<file path="src/rtl/jtkicker_objline.sv">
// jtkicker_objline: sprite line renderer answering the object scanner's draw/busy handshake.
// Fetches one 16px 4bpp sprite row, maps it through the palette PROM into a double line buffer.
//
// Ports:
//  clk/rst_n       clock, async active-low reset
//  pxl_cen/cen2    pixel enable / half-rate FSM enable
//  LHBL/hinit_x    blanking (active low) / line start
//  hdump           readout position; [7:0] addresses the read bank
//  draw/busy       request handshake
//  code..ysub      sprite request fields
//  prog_*          PROM download port
//  rom_*           SDRAM word fetch
//  pxl             object pixel out, 0 = transparent
module jtkicker_objline #(
  parameter logic       BYPASS_PROM = 1'b0,
  parameter logic [7:0] HOFFSET     = 8'd6
) (
  input  logic        clk,
  input  logic        rst_n,
  input  logic        pxl_cen,
  input  logic        cen2,
  input  logic        LHBL,
  input  logic        hinit_x,
  input  logic [8:0]  hdump,
  input  logic        draw,
  output logic        busy,
  input  logic [8:0]  code,
  input  logic [7:0]  xpos,
  input  logic [3:0]  pal,
  input  logic        hflip,
  input  logic        vflip,
  input  logic [3:0]  ysub,
  input  logic [3:0]  prog_data,
  input  logic [7:0]  prog_addr,
  input  logic        prog_en,
  output logic [13:0] rom_addr,
  input  logic [31:0] rom_data,
  output logic        rom_cs,
  input  logic        rom_ok,
  output logic [3:0]  pxl
);

  typedef enum logic [1:0] {
    IDLE,
    FETCH,
    PAINT
  } state_t;

  state_t      st_q, st_d;
  logic        busy_q, busy_d;
  logic        cs_q, cs_d;
  logic [13:0] addr_q, addr_d;
  logic        half_q, half_d;
  logic        wait_q, wait_d;
  logic [2:0]  cnt_q, cnt_d;
  logic        bank_q, bank_d;
  logic [8:0]  code_q, code_d;
  logic [7:0]  xpos_q, xpos_d;
  logic [3:0]  pal_q, pal_d;
  logic        hflip_q, hflip_d;
  logic        vflip_q, vflip_d;
  logic [3:0]  ysub_q, ysub_d;
  logic [31:0] data_q, data_d;
  logic [3:0]  pxl_q, pxl_d;

  logic [3:0]  prom  [256];
  logic [3:0]  lbuf0 [256];
  logic [3:0]  lbuf1 [256];

  logic [2:0]  col_idx;
  logic [3:0]  pix;
  logic [3:0]  colour;
  logic [7:0]  wr_x;
  logic        paint_we;
  logic        erase_we;
  logic [7:0]  rd_x;
  logic [3:0]  rd_pix;
  logic        take;
  logic        unused_hdump;

  assign unused_hdump = hdump[8];

  // bit 31-c of each byte plane is column c; ~c == 7-c
  always_comb begin
    col_idx  = hflip_q ? ~cnt_q : cnt_q;
    pix      = { data_q[{2'b11, ~col_idx}],
                 data_q[{2'b10, ~col_idx}],
                 data_q[{2'b01, ~col_idx}],
                 data_q[{2'b00, ~col_idx}] };
    colour   = BYPASS_PROM ? pix : prom[{pal_q, pix}];
    wr_x     = xpos_q + HOFFSET + {4'd0, half_q, cnt_q};
    paint_we = (st_q == PAINT) && (colour != 4'd0);
  end

  assign rd_x     = hdump[7:0];
  assign erase_we = pxl_cen & LHBL;
  assign rd_pix   = bank_q ? lbuf0[rd_x] : lbuf1[rd_x];

  always_ff @(posedge clk) begin
    if (prog_en) prom[prog_addr] <= prog_data;
  end

  // each bank sees either the painter or the eraser, never both
  always_ff @(posedge clk) begin
    if (bank_q ? erase_we : paint_we)
      lbuf0[bank_q ? rd_x : wr_x] <= bank_q ? 4'd0 : colour;
  end

  always_ff @(posedge clk) begin
    if (bank_q ? paint_we : erase_we)
      lbuf1[bank_q ? wr_x : rd_x] <= bank_q ? colour : 4'd0;
  end

  always_comb begin
    st_d    = st_q;
    busy_d  = busy_q;
    cs_d    = cs_q;
    addr_d  = addr_q;
    half_d  = half_q;
    wait_d  = wait_q;
    cnt_d   = cnt_q;
    bank_d  = bank_q;
    code_d  = code_q;
    xpos_d  = xpos_q;
    pal_d   = pal_q;
    hflip_d = hflip_q;
    vflip_d = vflip_q;
    ysub_d  = ysub_q;
    data_d  = data_q;
    take    = 1'b0;

    unique case (st_q)
      IDLE: take = cen2 & draw;
      FETCH: begin
        // wait_q swallows an rom_ok left over from the previous address
        if (cen2) begin
          if (wait_q) begin
            wait_d = 1'b0;
          end else if (rom_ok) begin
            data_d = rom_data;
            st_d   = PAINT;
            cs_d   = 1'b0;
            cnt_d  = 3'd0;
          end
        end
      end
      PAINT: begin
        cnt_d = cnt_q + 3'd1;
        if (cnt_q == 3'd7) begin
          if (!half_q) begin
            half_d = 1'b1;
            st_d   = FETCH;
            cs_d   = 1'b1;
            wait_d = 1'b1;
            addr_d = {code_q, ~hflip_q,
                      ysub_q ^ {4{vflip_q}}};
          end else begin
            st_d   = IDLE;
            busy_d = 1'b0;
          end
        end
      end
      default: st_d = IDLE;
    endcase

    if (cen2 && hinit_x) begin
      bank_d = ~bank_q;
      st_d   = IDLE;
      busy_d = 1'b0;
      cs_d   = 1'b0;
      wait_d = 1'b0;
      take   = draw;
    end

    if (take) begin
      code_d  = code;
      xpos_d  = xpos;
      pal_d   = pal;
      hflip_d = hflip;
      vflip_d = vflip;
      ysub_d  = ysub;
      st_d    = FETCH;
      busy_d  = 1'b1;
      half_d  = 1'b0;
      cs_d    = 1'b1;
      wait_d  = 1'b1;
      addr_d  = {code, hflip, ysub ^ {4{vflip}}};
    end
  end

  always_comb begin
    pxl_d = pxl_q;
    if (pxl_cen) pxl_d = LHBL ? rd_pix : 4'd0;
  end

  always_ff @(posedge clk or negedge rst_n) begin
    if (!rst_n) begin
      st_q    <= IDLE;
      busy_q  <= 1'b0;
      cs_q    <= 1'b0;
      addr_q  <= 14'd0;
      half_q  <= 1'b0;
      wait_q  <= 1'b0;
      cnt_q   <= 3'd0;
      bank_q  <= 1'b0;
      code_q  <= 9'd0;
      xpos_q  <= 8'd0;
      pal_q   <= 4'd0;
      hflip_q <= 1'b0;
      vflip_q <= 1'b0;
      ysub_q  <= 4'd0;
      data_q  <= 32'd0;
      pxl_q   <= 4'd0;
    end else begin
      st_q    <= st_d;
      busy_q  <= busy_d;
      cs_q    <= cs_d;
      addr_q  <= addr_d;
      half_q  <= half_d;
      wait_q  <= wait_d;
      cnt_q   <= cnt_d;
      bank_q  <= bank_d;
      code_q  <= code_d;
      xpos_q  <= xpos_d;
      pal_q   <= pal_d;
      hflip_q <= hflip_d;
      vflip_q <= vflip_d;
      ysub_q  <= ysub_d;
      data_q  <= data_d;
      pxl_q   <= pxl_d;
    end
  end

  assign busy     = busy_q;
  assign rom_cs   = cs_q;
  assign rom_addr = addr_q;
  assign pxl      = pxl_q;

endmodule

</file>
<file path="config.mk">
export PLATFORM = sky130hd
export DESIGN_NAME = jtkicker_objline
export DESIGN_NICKNAME = d
export VERILOG_FILES = /design/src/rtl/jtkicker_objline.sv
export SDC_FILE = /design/constraint.sdc
export NUM_CORES = 2
export LEC_CHECK = 0
export CORE_MARGIN = 4
export CORE_UTILIZATION = 30
export CTS_CLUSTER_SIZE = 14
export DETAILED_ROUTE_END_ITERATION = 16
export PLACE_DENSITY = 0.55
export SKIP_CTS_REPAIR_TIMING = 1
export SLEW_MARGIN = 5
export SYNTH_ARGS = -nofsm -noshare
export SYNTH_HDL_FRONTEND = slang
export SYNTH_SLANG_ARGS = --single-unit
</file>
<file path="constraint.sdc">
create_clock -name clk -period 10.8 [get_ports clk]
set_input_delay 2.16 -clock clk [delete_from_list [all_inputs] [get_ports clk]]
set_output_delay 2.16 -clock clk [all_outputs]
set_load 0.05 [all_outputs]
</file>
==> results.py <==
metrics = {
    "critical_path": {
        "rrSetupSlack_ns": 2.28,
        "cp.required_ns": 11.43,
        "rr_endpoint": "lbuf1[101][0]$_DFFE_PP_",
        "r2r_start": "hflip_q$_DFFE_PN0P_",
        "endpoint_kind": "register",
        "rr_worst_depth": 15,
        "cp-endpoint": "lbuf1[101][0]$_DFFE_PP_",
        "worstSetupStartpoint": "hflip_q$_DFFE_PN0P_",
        "arrival_ns": 9.15,
        "crit_fanout": 57,
        "worstSetupPathType": "register to register",
        "cp-start-kind": "register",
    },
    "clocking": {
        "clockBufferDepth": 4,
        "clk_pin_slew_ns": 0.06,
        "htreeDepth": 5,
        "cts_sinks": 3159,
        "cts_made_buffers": 341,
        "clockRootBuffer": "clkbuf_16",
        "cts_tree": "done",
        "clk_latency_ns": 0.95,
    },
    "sta": {
        "hold_viol": 0,
        "setup_viol": 0,
        "worst_pin_slew_ns": 1.31,
        "finClkSkew_ns": 0.107,
        "drv_slew": 0,
        "min_period_over_period_pct": 78.9,
        "rsz0062_at_grt": "no",
        "max_freq_mhz": 117,
        "slew_headroom_pct": 12.5,
        "final.setup.tns_ns": 0,
        "period_needed_ns": 8.52,
        "fin_ws_ns": 2.28,
    },
    "logic_synthesis": {
        "synth_area_leaders": "edfxtp_1 (72%), mux4_2 (14%), nor2_1 (2.5%)",
        "synth_top_area_share_pct": 72.4,
        "synth_top_area_cell": "edfxtp_1",
        "postSynthAreaPerCell_sq_um": 18.6,
        "yosys_register_bits": 3159,
        "yosys_warnings": 0,
        "synth_flop_cell": "edfxtp_1",
        "syn-cell-area_sq_um": 127000,
        "synth_edf_count": 3072,
        "async_reset_ff_share_pct": 2.75,
        "ys_types": 94,
        "seq_area_frac_synth_pct": 74.1,
        "synth_fp_nets": 6943,
        "syn_inst": 6843,
    },
    "layout": {
        "most-common-layout-cells": "edfxtp_1 (3072), nor2_1 (854), mux4_2 (765)",
        "syn_to_final_growth_pct": 14.4,
        "layout_commonest_cell": "edfxtp_1",
        "fin_nets": 7078,
        "layout-drive-gt1-share_pct": 22.1,
        "utilization_pct": 34.4,
    },
    "pwr": {
        "irDropWorstVdd_mv": 1.05,
        "clkPwrFrac_pct": 27.7,
        "p_seq_share_pct": 40.9,
        "p_switching_mw": 14.8,
        "swShare_pct": 35.8,
        "leakage_nw": 44.6,
        "power_density_nw_per_um2": 284,
        "internal-power_mw": 26.6,
        "comb_power_share_pct": 31.4,
    },
    "drt": {
        "firstDrtPassIters": 5,
        "wl_per_cell_microns": 25.6,
        "routed_wl_microns": 331000,
        "num_vias": 64900,
        "viasPerCell": 5.02,
        "drt_iter0_drc": 6171,
        "antenna_left": 0,
        "post-route-drc-count": 0,
    },
    "placed_design": {
        "dp_hpwl_microns": 197000,
        "preCtsSetupSlack_ns": 2.21,
        "portBuffers": 107,
        "routabilityCongestion": 0.793,
    },
    "global_routing": {
        "antenna_found_initial": 15,
        "grt_start_max_net_pins": 257,
        "grt_pass1_vias": 67200,
        "grt_overflow": 0,
        "grt_usage_pct": 14.9,
        "grt_first_pass_wirelength_microns": 481000,
    },
    "floorplanning": {
        "die_w_microns": 660,
        "dieArea_sq_um": 435000,
        "placementRows": 239,
        "io_pins": 109,
        "initial_core_util_pct": 30.1,
        "fp.coreArea_sq_um": 423000,
        "die_h_microns": 660,
    },
    "run": {
        "maxCapViolations": 0,
    },
    "hold_path": {
        "hold_class": "register to register",
    },
    "status": {
        "status": "finished clean",
    },
}
final cells by class:
cell class | instances | area (sq um)
sequential | 3159 | 94400
fill | 39700 | 278000
multi-input combinational | 3221 | 30900
tap | 5663 | 7090
timing repair buffer | 228 | 2350
inverter | 27 | 101
clock buffer | 412 | 8900
antenna | 3 | 7.51
clock inverter | 208 | 2110
state kept, by name (all words and copies together) (netlist names):
register / cells
pal_q: 4
cnt_q: 3
rom_addr: 14
code_q: 9
ysub_q: 4
st_q: 2
bank_q: 1
hflip_q: 1
pxl: 4
rom_cs: 1
vflip_q: 1
lbuf0: 1024
lbuf1: 1024
half_q: 1
busy: 1
data_q: 32
xpos_q: 8
prom: 1024
wait_q: 1
cells in the mapped netlist, types with 8 or more instances:
master / instances
a211oi_1: 87
a21o_1: 9
a21oi_1: 86
a22oi_1: 12
a311oi_1: 28
a31oi_1: 44
a32o_1: 9
and2_1: 10
and3_1: 91
buf_1: 77
buf_2: 84
buf_4: 16
buf_6: 46
clkbuf_1: 204
dfrtp_1: 87
edfxtp_1: 3072
ha_1: 10
inv_1: 26
mux2_2: 77
mux2i_1: 66
mux4_2: 765
nand2_1: 514
nand2b_1: 14
nand3_1: 99
nand4_1: 10
nor2_1: 863
nor2b_1: 19
nor3_1: 40
nor3_2: 72
nor4_1: 10
o2111ai_1: 9
o211ai_1: 13
o21ai_0: 73
o21bai_1: 10
o221ai_1: 17
o22ai_1: 26
o41ai_1: 9
xnor2_1: 9
xor2_1: 8
power by group through the flow:
stage / clock network (mW) / logic, mW / registers (mW)
CTS: 11.7 / 13.2 / 16.9
global placement: 0 / 12.9 / 17.2
finish: 11.5 / 13.0 / 16.9
global route: 12.3 / 14.0 / 16.9
detailed placement: 0 / 13.2 / 17.2
floorplan: 0 / 7.59 / 17.8
worst max-delay path: stages, from the launching register on:
cell and delay [ns]:
dfrtp_1 0.86, nand2_1 0.77, o22a_1 0.48, o211ai_4 0.43, and2_4 0.72, buf_12 0.37, mux4_1 0.65, o21ai_0 0.16
o21bai_1 0.12, a21oi_1 0.16, nor4_1 0.93, or4_4 0.42, nand4_4 0.36, a22oi_4 0.76, buf_4 0.54, nor2_1 0.23
layer usage:
| layer | global-route usage [%] | up-vias | routed length, microns |
|---|---|---|---|
| li1 | - | 27800 | - |
| met1 | 19.2 | 34400 | 133000 |
| met2 | 25.6 | 2189 | 166000 |
| met3 | 2.27 | 572 | 19200 |
| met4 | 5.07 | 2 | 12300 |
| met5 | 0 | - | 13 |
through the flow:
step                cell area, sq um  hold WS [ns]  power (mW)  cells
detailed placement            135000         0.472        30.4  12300
floorplan                     127000         0.446        25.4   6843
global route                  146000         0.502        43.2  12900
CTS                           146000         0.486        41.9  12900
finish                        146000         0.481        41.4  12900
global placement              135000         0.477        30.1  12300
worst min path at each step:
stage                                 start  cells past startpoint                 endpoint  slack (ns)
floorplan                wait_q$_DFFE_PN0P_                      2       wait_q$_DFFE_PN0P_        0.45
global placement    rom_addr[4]$_DFFE_PN0P_                      1  rom_addr[4]$_DFFE_PN0P_        0.48
detailed placement       wait_q$_DFFE_PN0P_                      2       wait_q$_DFFE_PN0P_        0.47
CTS                      wait_q$_DFFE_PN0P_                      2       wait_q$_DFFE_PN0P_        0.49
global route          code_q[1]$_DFFE_PN0P_                      1    code_q[1]$_DFFE_PN0P_        0.50
finish              rom_addr[2]$_DFFE_PN0P_                      2  rom_addr[2]$_DFFE_PN0P_        0.48
cell families (layout without fill, tap and decap cells):
| group | Yosys count | in the layout | synth area share, % |
|---|---|---|---|
| muxes | 915 | 915 | 14.8 |
| other | 0 | 3 | 0 |
| buffers and inverters | 463 | 875 | 1.84 |
| AOI/OAI and AO/OA | 501 | 501 | 2.84 |
| adders and majority gates | 11 | 11 | 0.114 |
| xor gates and xnor gates | 17 | 17 | 0.117 |
| DFF | 3159 | 3159 | 74.1 |
| and+or+nand+nor | 1777 | 1777 | 6.15 |
Power figures use the tool's default switching activity.
